`config.mk`:
```
export PLATFORM = sky130hd
export DESIGN_NAME = wdt_host_ctrl
export DESIGN_NICKNAME = d
export VERILOG_FILES = /design/src/rtl/wdt_host_ctrl.sv
export SDC_FILE = /design/constraint.sdc
export NUM_CORES = 1
export LEC_CHECK = 0
export ABC_AREA = 1
export CAP_MARGIN = 10
export CORE_ASPECT_RATIO = 1.25
export CORE_MARGIN = 2
export CORE_UTILIZATION = 46
export CTS_CLUSTER_DIAMETER = 60
export CTS_CLUSTER_SIZE = 30
export DETAILED_ROUTE_END_ITERATION = 8
export PLACE_DENSITY = 0.79
export SYNTH_ARGS = -nofsm -noshare
export SYNTH_HDL_FRONTEND = slang
export SYNTH_SLANG_ARGS = --single-unit
```
`constraint.sdc`:
```
create_clock -name clk -period 3.4 [get_ports clk]
set_clock_uncertainty 0.05 [all_clocks]
set_input_delay 0.68 -clock clk [delete_from_list [all_inputs] [get_ports clk]]
set_output_delay 0.68 -clock clk [all_outputs]
set_load 0.01 [all_outputs]
```
`src/rtl/wdt_host_ctrl.sv`:
```
// Bus-side control block for a watchdog: register file, stretched kick/load strobes,
// and a synchronized timeout flag with sticky status and interrupt.
module wdt_host_ctrl #(
    parameter int HOLD_CYC = 4
) (
    input  logic        clk,
    input  logic        rst,
    input  logic        req,
    input  logic        we,
    input  logic [3:0]  addr,
    input  logic [31:0] wdata,
    output logic [31:0] rdata,
    output logic        ack,
    output logic        WDEN,
    output logic        WDLIVE,
    output logic [31:0] WTOCNT,
    output logic        WTOCNT_load,
    input  logic        WTO,
    output logic        irq
);

    localparam logic [1:0] B_IDLE  = 2'd0;
    localparam logic [1:0] B_WAIT  = 2'd1;
    localparam logic [1:0] B_ACK   = 2'd2;
    localparam logic [1:0] L_IDLE  = 2'd0;
    localparam logic [1:0] L_LOAD  = 2'd1;
    localparam logic [1:0] L_GUARD = 2'd2;

    localparam logic [3:0] A_CTRL  = 4'h0;
    localparam logic [3:0] A_KICK  = 4'h4;
    localparam logic [3:0] A_WTO   = 4'h8;
    localparam logic [3:0] A_STAT  = 4'hC;
    localparam logic [3:0] HOLD_M1 = 4'(HOLD_CYC - 1);

    logic [1:0]  bus_q, bus_d;
    logic [1:0]  ld_q, ld_d;
    logic [3:0]  ld_cnt_q, ld_cnt_d;
    logic [3:0]  kick_cnt_q, kick_cnt_d;
    logic        wdlive_q, wdlive_d;
    logic        wtocnt_load_q, wtocnt_load_d;
    logic [31:0] wtocnt_q, wtocnt_d;
    logic        wden_q, wden_d;
    logic        irqen_q, irqen_d;
    logic        to_q, to_d;
    logic        irq_q;
    logic        ack_q;
    logic [31:0] rdata_q, rdata_d;
    logic [1:0]  wto_sync_q;
    logic        wto_prev_q;

    logic        wto_wr_s;
    logic        go_ack_s;
    logic        wr_s;
    logic        wto_rise_s;
    logic [31:0] rd_mux_s;

    assign wto_wr_s   = req & we & (addr == A_WTO);
    assign wr_s       = go_ack_s & we;
    assign wto_rise_s = wto_sync_q[1] & ~wto_prev_q;

    // Bus FSM: a reload write stalls in B_WAIT until the load sequence has finished
    always_comb begin
        bus_d    = bus_q;
        go_ack_s = 1'b0;
        case (bus_q)
            B_IDLE: begin
                if (req) begin
                    if (wto_wr_s && (ld_q != L_IDLE)) begin
                        bus_d = B_WAIT;
                    end else begin
                        bus_d    = B_ACK;
                        go_ack_s = 1'b1;
                    end
                end else begin
                    bus_d = B_IDLE;
                end
            end
            B_WAIT: begin
                if (ld_q == L_IDLE) begin
                    bus_d    = B_ACK;
                    go_ack_s = 1'b1;
                end else begin
                    bus_d = B_WAIT;
                end
            end
            B_ACK:   bus_d = B_IDLE;
            default: bus_d = B_IDLE;
        endcase
    end

    // Read data mux, sampled on the edge that raises ack
    always_comb begin
        rd_mux_s = 32'd0;
        case (addr)
            A_CTRL:  rd_mux_s = {30'd0, irqen_q, wden_q};
            A_WTO:   rd_mux_s = wtocnt_q;
            A_STAT:  rd_mux_s = {29'd0, wdlive_q, (ld_q != L_IDLE), to_q};
            default: rd_mux_s = 32'd0;
        endcase
        if (go_ack_s && !we) begin
            rdata_d = rd_mux_s;
        end else begin
            rdata_d = 32'd0;
        end
    end

    // Load FSM: strobe high for HOLD_CYC cycles, then a low guard of HOLD_CYC cycles
    always_comb begin
        ld_d          = ld_q;
        ld_cnt_d      = ld_cnt_q;
        wtocnt_load_d = wtocnt_load_q;
        wtocnt_d      = wtocnt_q;
        case (ld_q)
            L_IDLE: begin
                if (wr_s && (addr == A_WTO)) begin
                    wtocnt_d      = wdata;
                    ld_d          = L_LOAD;
                    ld_cnt_d      = HOLD_M1;
                    wtocnt_load_d = 1'b1;
                end else begin
                    wtocnt_load_d = 1'b0;
                end
            end
            L_LOAD: begin
                if (ld_cnt_q == 4'd0) begin
                    ld_d          = L_GUARD;
                    ld_cnt_d      = HOLD_M1;
                    wtocnt_load_d = 1'b0;
                end else begin
                    ld_cnt_d = ld_cnt_q - 4'd1;
                end
            end
            L_GUARD: begin
                if (ld_cnt_q == 4'd0) begin
                    ld_d = L_IDLE;
                end else begin
                    ld_cnt_d = ld_cnt_q - 4'd1;
                end
            end
            default: begin
                ld_d          = L_IDLE;
                ld_cnt_d      = 4'd0;
                wtocnt_load_d = 1'b0;
            end
        endcase
    end

    // Kick stretcher, control bits and sticky timeout (set beats clear)
    always_comb begin
        kick_cnt_d = kick_cnt_q;
        wdlive_d   = wdlive_q;
        wden_d     = wden_q;
        irqen_d    = irqen_q;
        to_d       = to_q;
        if (wdlive_q) begin
            if (kick_cnt_q == 4'd0) begin
                wdlive_d = 1'b0;
            end else begin
                kick_cnt_d = kick_cnt_q - 4'd1;
            end
        end else if (wr_s && (addr == A_KICK) && wdata[0]) begin
            wdlive_d   = 1'b1;
            kick_cnt_d = HOLD_M1;
        end else begin
            wdlive_d = 1'b0;
        end
        if (wr_s && (addr == A_CTRL)) begin
            wden_d  = wdata[0];
            irqen_d = wdata[1];
        end else begin
            wden_d  = wden_q;
        end
        if (wto_rise_s) begin
            to_d = 1'b1;
        end else if (wr_s && (addr == A_STAT) && wdata[0]) begin
            to_d = 1'b0;
        end else begin
            to_d = to_q;
        end
    end

    // State and output registers
    always_ff @(posedge clk or posedge rst) begin
        if (rst) begin
            bus_q         <= B_IDLE;
            ld_q          <= L_IDLE;
            ld_cnt_q      <= 4'd0;
            kick_cnt_q    <= 4'd0;
            wdlive_q      <= 1'b0;
            wtocnt_load_q <= 1'b0;
            wtocnt_q      <= 32'd0;
            wden_q        <= 1'b0;
            irqen_q       <= 1'b0;
            to_q          <= 1'b0;
            irq_q         <= 1'b0;
            ack_q         <= 1'b0;
            rdata_q       <= 32'd0;
            wto_sync_q    <= 2'b00;
            wto_prev_q    <= 1'b0;
        end else begin
            bus_q         <= bus_d;
            ld_q          <= ld_d;
            ld_cnt_q      <= ld_cnt_d;
            kick_cnt_q    <= kick_cnt_d;
            wdlive_q      <= wdlive_d;
            wtocnt_load_q <= wtocnt_load_d;
            wtocnt_q      <= wtocnt_d;
            wden_q        <= wden_d;
            irqen_q       <= irqen_d;
            to_q          <= to_d;
            irq_q         <= to_q & irqen_q;
            ack_q         <= go_ack_s;
            rdata_q       <= rdata_d;
            wto_sync_q    <= {wto_sync_q[0], WTO};
            wto_prev_q    <= wto_sync_q[1];
        end
    end

    assign rdata       = rdata_q;
    assign ack         = ack_q;
    assign WDEN        = wden_q;
    assign WDLIVE      = wdlive_q;
    assign WTOCNT      = wtocnt_q;
    assign WTOCNT_load = wtocnt_load_q;
    assign irq         = irq_q;

endmodule
```
======== Word-level counts from Yosys, hierarchy flattened ========
Index checks and enable logic that the tools add are counted.
cells by class
  add/subtract/negate cells ............... 2
  eq/ne operators ......................... 11
  muxes and demuxes ....................... 29
  bitwise gates (word level) .............. 7
  reduce and logical (&&, ||, !) cells .... 22
operators with widths
  cell                                                                      count
  32-bit case mux with 3 select lines                                       1
  32-bit two-way mux                                                        1
  4-bit two-way mux                                                         6
  4-bit logical NOT                                                         3
  2-bit two-way mux                                                         6
  4-bit case mux with 3 select lines                                        1
  1-bit two-way mux                                                         10
  4-bit equality test (second input constant)                               2
  1-bit logical AND                                                         8
  2-bit inequality test (second input constant)                             4
  2-bit AND reduction                                                       4
  4-bit by 1-bit subtractor with 4-bit output (second input constant)       2
  2-bit case mux with 3 select lines                                        1
  2-bit nonzero test                                                        3
  1-bit bitwise AND                                                         5
  2-bit by 1-bit equality test with 1-bit output (second input constant)    2
  4-bit by 3-bit equality test with 1-bit output (second input constant)    1
  2-bit logical NOT                                                         2
  2-bit case mux with 2 select lines                                        1
  1-bit case mux with 3 select lines                                        1
  3-bit AND reduction                                                       1
  2-bit equality test (second input constant)                               1
  2-bit by 1-bit inequality test with 1-bit output (second input constant)  1
  1-bit NOT                                                                 2
  other kinds (2)                                                           2
word-level totals
  register bits ........................... 86
  bits of input ports ..................... 41
  output and inout port bits .............. 69
  word-level logic and storage cells ...... 86

======== Depth between registers and ports, before layout ========
  word-level depth ........................ 11
  gate-level depth with buffers ........... 11
  mapped depth without buffers ............ 10

======== Worst setup path after synthesis ========
OpenSTA, ideal clock, no wires.
  kind .................................... in2reg
  from .................................... input port addr[1]
  to ...................................... register wtocnt_q[10] (netlist: WTOCNT[10])
  setup time .............................. 0.130 ns
  arrival ................................. 1.502 ns
  data required time ...................... 3.220 ns
  path slack .............................. 1.718 ns
  stages on the path ...................... 8
  buffers on the path ..................... 2
  cell sequence ........................... nor2_4 > nand2_1 > inv_2 > nand4_2 > buf_6 > buf_8 > nand2_1 > o21ai_0
between the ends
  cells in the longest elaborated chain, start to end .. 9
ends and longest elaborated chain
  item                                      line     source
  from (decl)                               10       input logic [3:0] addr,
  4-bit equality test (*)                   57, 115
  1-bit bitwise AND                         57       assign wto_wr_s = req & we & (addr == A_WTO);
  1-bit logical AND                         68       if (wto_wr_s && (ld_q != L_IDLE)) begin
  1-bit two-way mux                         68
  1-bit two-way mux                         67       if (req) begin
  1-bit case mux with 2 select lines        65       case (bus_q)
  1-bit bitwise AND                         58       assign wr_s = go_ack_s & we;
  1-bit logical AND (*)                     115      if (wr_s && (addr == A_WTO)) begin
  2-bit AND reduction (no source line) (*)  --
  to (signal assigned)                      207      wtocnt_q <= wtocnt_d;
  to (decl)                                 41       logic [31:0] wtocnt_q, wtocnt_d;
Mark *: on every way between the ends. The rest lies on a longest branch, timed or not.
A chain may end at the register's enable or synchronous reset.

======== Worst setup path after layout ========
  from .................................... input port we
  to ...................................... register rdata_q[18] (netlist: rdata[18])
between the ends
  cells in the longest elaborated chain, start to end .. 8
  elaborated cells on any way between the ends .. 9
  those cells by class .................... mux: 4; bitwise: 2; reduce/logical: 3
ends and longest elaborated chain
  item                                line  source
  from (decl)                         9     input logic we,
  1-bit bitwise AND (2 in a row)      57
  1-bit logical AND                   68
  1-bit two-way mux                   68
  1-bit two-way mux                   67
  1-bit case mux with 2 select lines  65
  1-bit logical AND (*)               100   if (go_ack_s && !we) begin
  32-bit two-way mux (*)              100
  net rdata_d[18]                     47    logic [31:0] rdata_q, rdata_d;
  to (signal assigned)                213   rdata_q <= rdata_d;
  to (decl)                           47
Mark *: on every way through the listed nets, which the timed path passes. The rest lies on a longest branch.

==> metrics.cfg <==
[drt]
wire_per_inst_um = 13.12
drtIter0Drc = 161
vias_per_cell = 4.698
first_pass_iters = 4
wl_um = 7727
ant_nets = 0
drc = 0
via_count = 2767

[yosys]
yosysSeqAreaShare_pct = 60.71
synth_seq_cells = 85
synthArstFlopShare_pct = 100.0
synthMuxAreaShare_pct = 0
syn-num-nets = 423
ys_warn_count = 0
netlist_area_um2 = 3503
synth_compound_area_share_pct = 7.964
yosys.area_share.simple_pct = 20.36
synth_cells = 379
synth_edf_count = 0
postSynthAreaPerCell_um2 = 9.244
synth_ff_type = dfrtp_1
synth_xor_area_share_pct = 1.000
synth.distinct_cells = 31
synth-adder-area-share_pct = 1.071
synth_top_family_by_area = simple AND/OR/NAND/NOR gates

[timing]
rsz0062_at_grt = no
max-slew-margin-rel_pct = 37.20
slew_violations = 0
worst_pin_slew_ns = 0.9410
finalSetupViolations = 0
fin_setup_tns_ns = 0
fin_crit_sh_pct = 74.31
fin_crit_ns = 2.526
max_freq_mhz = 395.8
hold_viol = 0
timing.final.ws_setup_ns = 0.8736

[worst_setup_path]
cp-start-kind = input port
arrival_ns = 2.75
critPathMaxFanout = 22
crit_required_ns = 3.62
endpoint_kind = flop
worstSetupPathType = in2reg

[clock_tree]
worstSkewPairLatency_ns = 0.35
root_buffer = clkbuf_8
cts_resized = 0
holdBufCountCts = 0
cts_tree = done
clock_path_buffers = 2
htreeDepth = 3
post-cts-setup-buffers = 0
cts_buffers = 9
cts.clk_slew.worst_paths_ns = 0.09
clock_sinks = 85

[worst_hold_path]
hp-class = reg2reg

[place]
port_buffers = 109
dpl_cell_area_um2 = 4671
dpl.hpwl_um = 5704
post-place-ws_ns = 0.5237
place_congestion = 0.8285

[die]
core_region_area_um2 = 7401
placementRows = 35
die_h_um = 101.6
die_x_um = 82.06
dieArea_um2 = 8334
start_util_pct = 47.34
io_pins = 110

[cells_and_area]
areaGrowthSynthToFinish_pct = 38.96
final_common_cell = clkdlybuf4s50_1
final_cell_mix = clkdlybuf4s50_1, nand2_1, dfrtp_1, inv_1, nor2_1
fin_util_pct = 65.78
fin_nets = 536
num_antenna_cells = 0
fill_cells = 586
post-route-cell-area_um2 = 4868
drive_gt1_share_pct = 7.847

[global_routing]
antenna_found_initial = 0
grt_max_degree = 58
grt_pass1_vias = 2727
overflow = 0
grt_util_all_layers_pct = 19.55
grt_pass1_wl_um = 12370

[power_and_ir_drop]
ir_worst_vdd_uv = 292.1
power.total_w = 0.002524
power.leakage_nw = 2.361
power_density_nw_per_um2 = 518.4

[run_status]
status = finished, final reports clean

[flow_run]
max_cap_violations = 0

==> registers in the layout (all words and copies together), names as in the netlist, 2 cells and up <==
signal and count:
ld_cnt_q 4, rdata 32, kick_cnt_q 4, wto_sync_q 2
WTOCNT 32, ld_q 2
==> Yosys cell counts (3+ instances only) <==
cell type  count  area share [%]
nor2_1        40             4.3
a21oi_1        4            0.57
ha_1           3             1.1
o21ai_2        7             1.8
nand3_1       11             1.6
buf_2          3            0.43
nand2_1      107              11
clkbuf_1       5            0.54
dfrtp_1       85              61
o21ai_1        4            0.57
inv_1         57             6.1
o21ai_0       25             3.6
xor2_1         4             1.0
==> final timing paths <==
kind	startpoint	end	slack [ns]	cells after the start
worst max-delay path	we	rdata[18]	0.87	9
worst min-delay path	wto_sync_q[0]	wto_sync_q[1]	0.31	0
worst max register to register	ld_q[0]	rdata[18]	1.33	6
worst min register to register	wto_sync_q[0]	wto_sync_q[1]	0.31	0
max in group asynchronous	rst	rdata[19]	1.78	3
min in group asynchronous	rst	rdata[27]	0.80	2
==> cell families (layout without fill, tap and decap cells) <==
group | Yosys count | after routing
buffers and inverters | 71 | 189
flip-flops | 85 | 85
AND/OR/NAND/NOR | 171 | 171
adder cells (fa/ha/maj) | 3 | 3
AO/OA/AOI/OAI | 45 | 45
XOR/XNOR | 4 | 4
==> per-layer routing <==
metal | vias to the layer above | global-route usage, % | wire length [um]
li1 | 1376 | - | -
met1 | 1291 | 23.78 | 3252
met2 | 88 | 33.71 | 3863
met3 | 12 | 4.100 | 464
met4 | 0 | 7.564 | 147
met5 | - | 0 | 0
==> per-stage QoR <==
step                hold slack, ns  instances
floorplan                   0.2812        379
global placement            0.2874        573
detailed placement          0.2959        573
CTS                         0.3153        589
global route                0.3205        589
finish                      0.3128        589
==> power by group <==
part / switching (W) / internal, W / total (W)
combinational: 0.000309 / 0.000284 / 0.000593
clock: 0.000360 / 0.000345 / 0.000705
sequential: 0.0000998 / 0.00113 / 0.00123
total: 0.000769 / 0.00175 / 0.00252
==> worst max-delay path, stage by stage <==
cell and delay [ns]:
clkdlybuf4s50_1 0.55, nand2_1 0.12, inv_1 0.04, nand3_1 0.09, nand2_2 0.09, a21boi_4 0.19, nand2_1 0.48, buf_4 0.38
nor2_1 0.13
==> area by class of cell <==
class / count / area, um^2 / share of cell area [%]
repair buffers: 115 / 1136 / 23.34
clock buffers: 10 / 127.6 / 2.621
well taps: 92 / 115.1 / 2.364
multi-input cells: 223 / 1074 / 22.05
inverters: 58 / 219.0 / 4.498
clock inverters: 6 / 70.07 / 1.439
flip-flops and latches: 85 / 2127 / 43.69
Note: power is estimated with default switching activity, not from simulation.
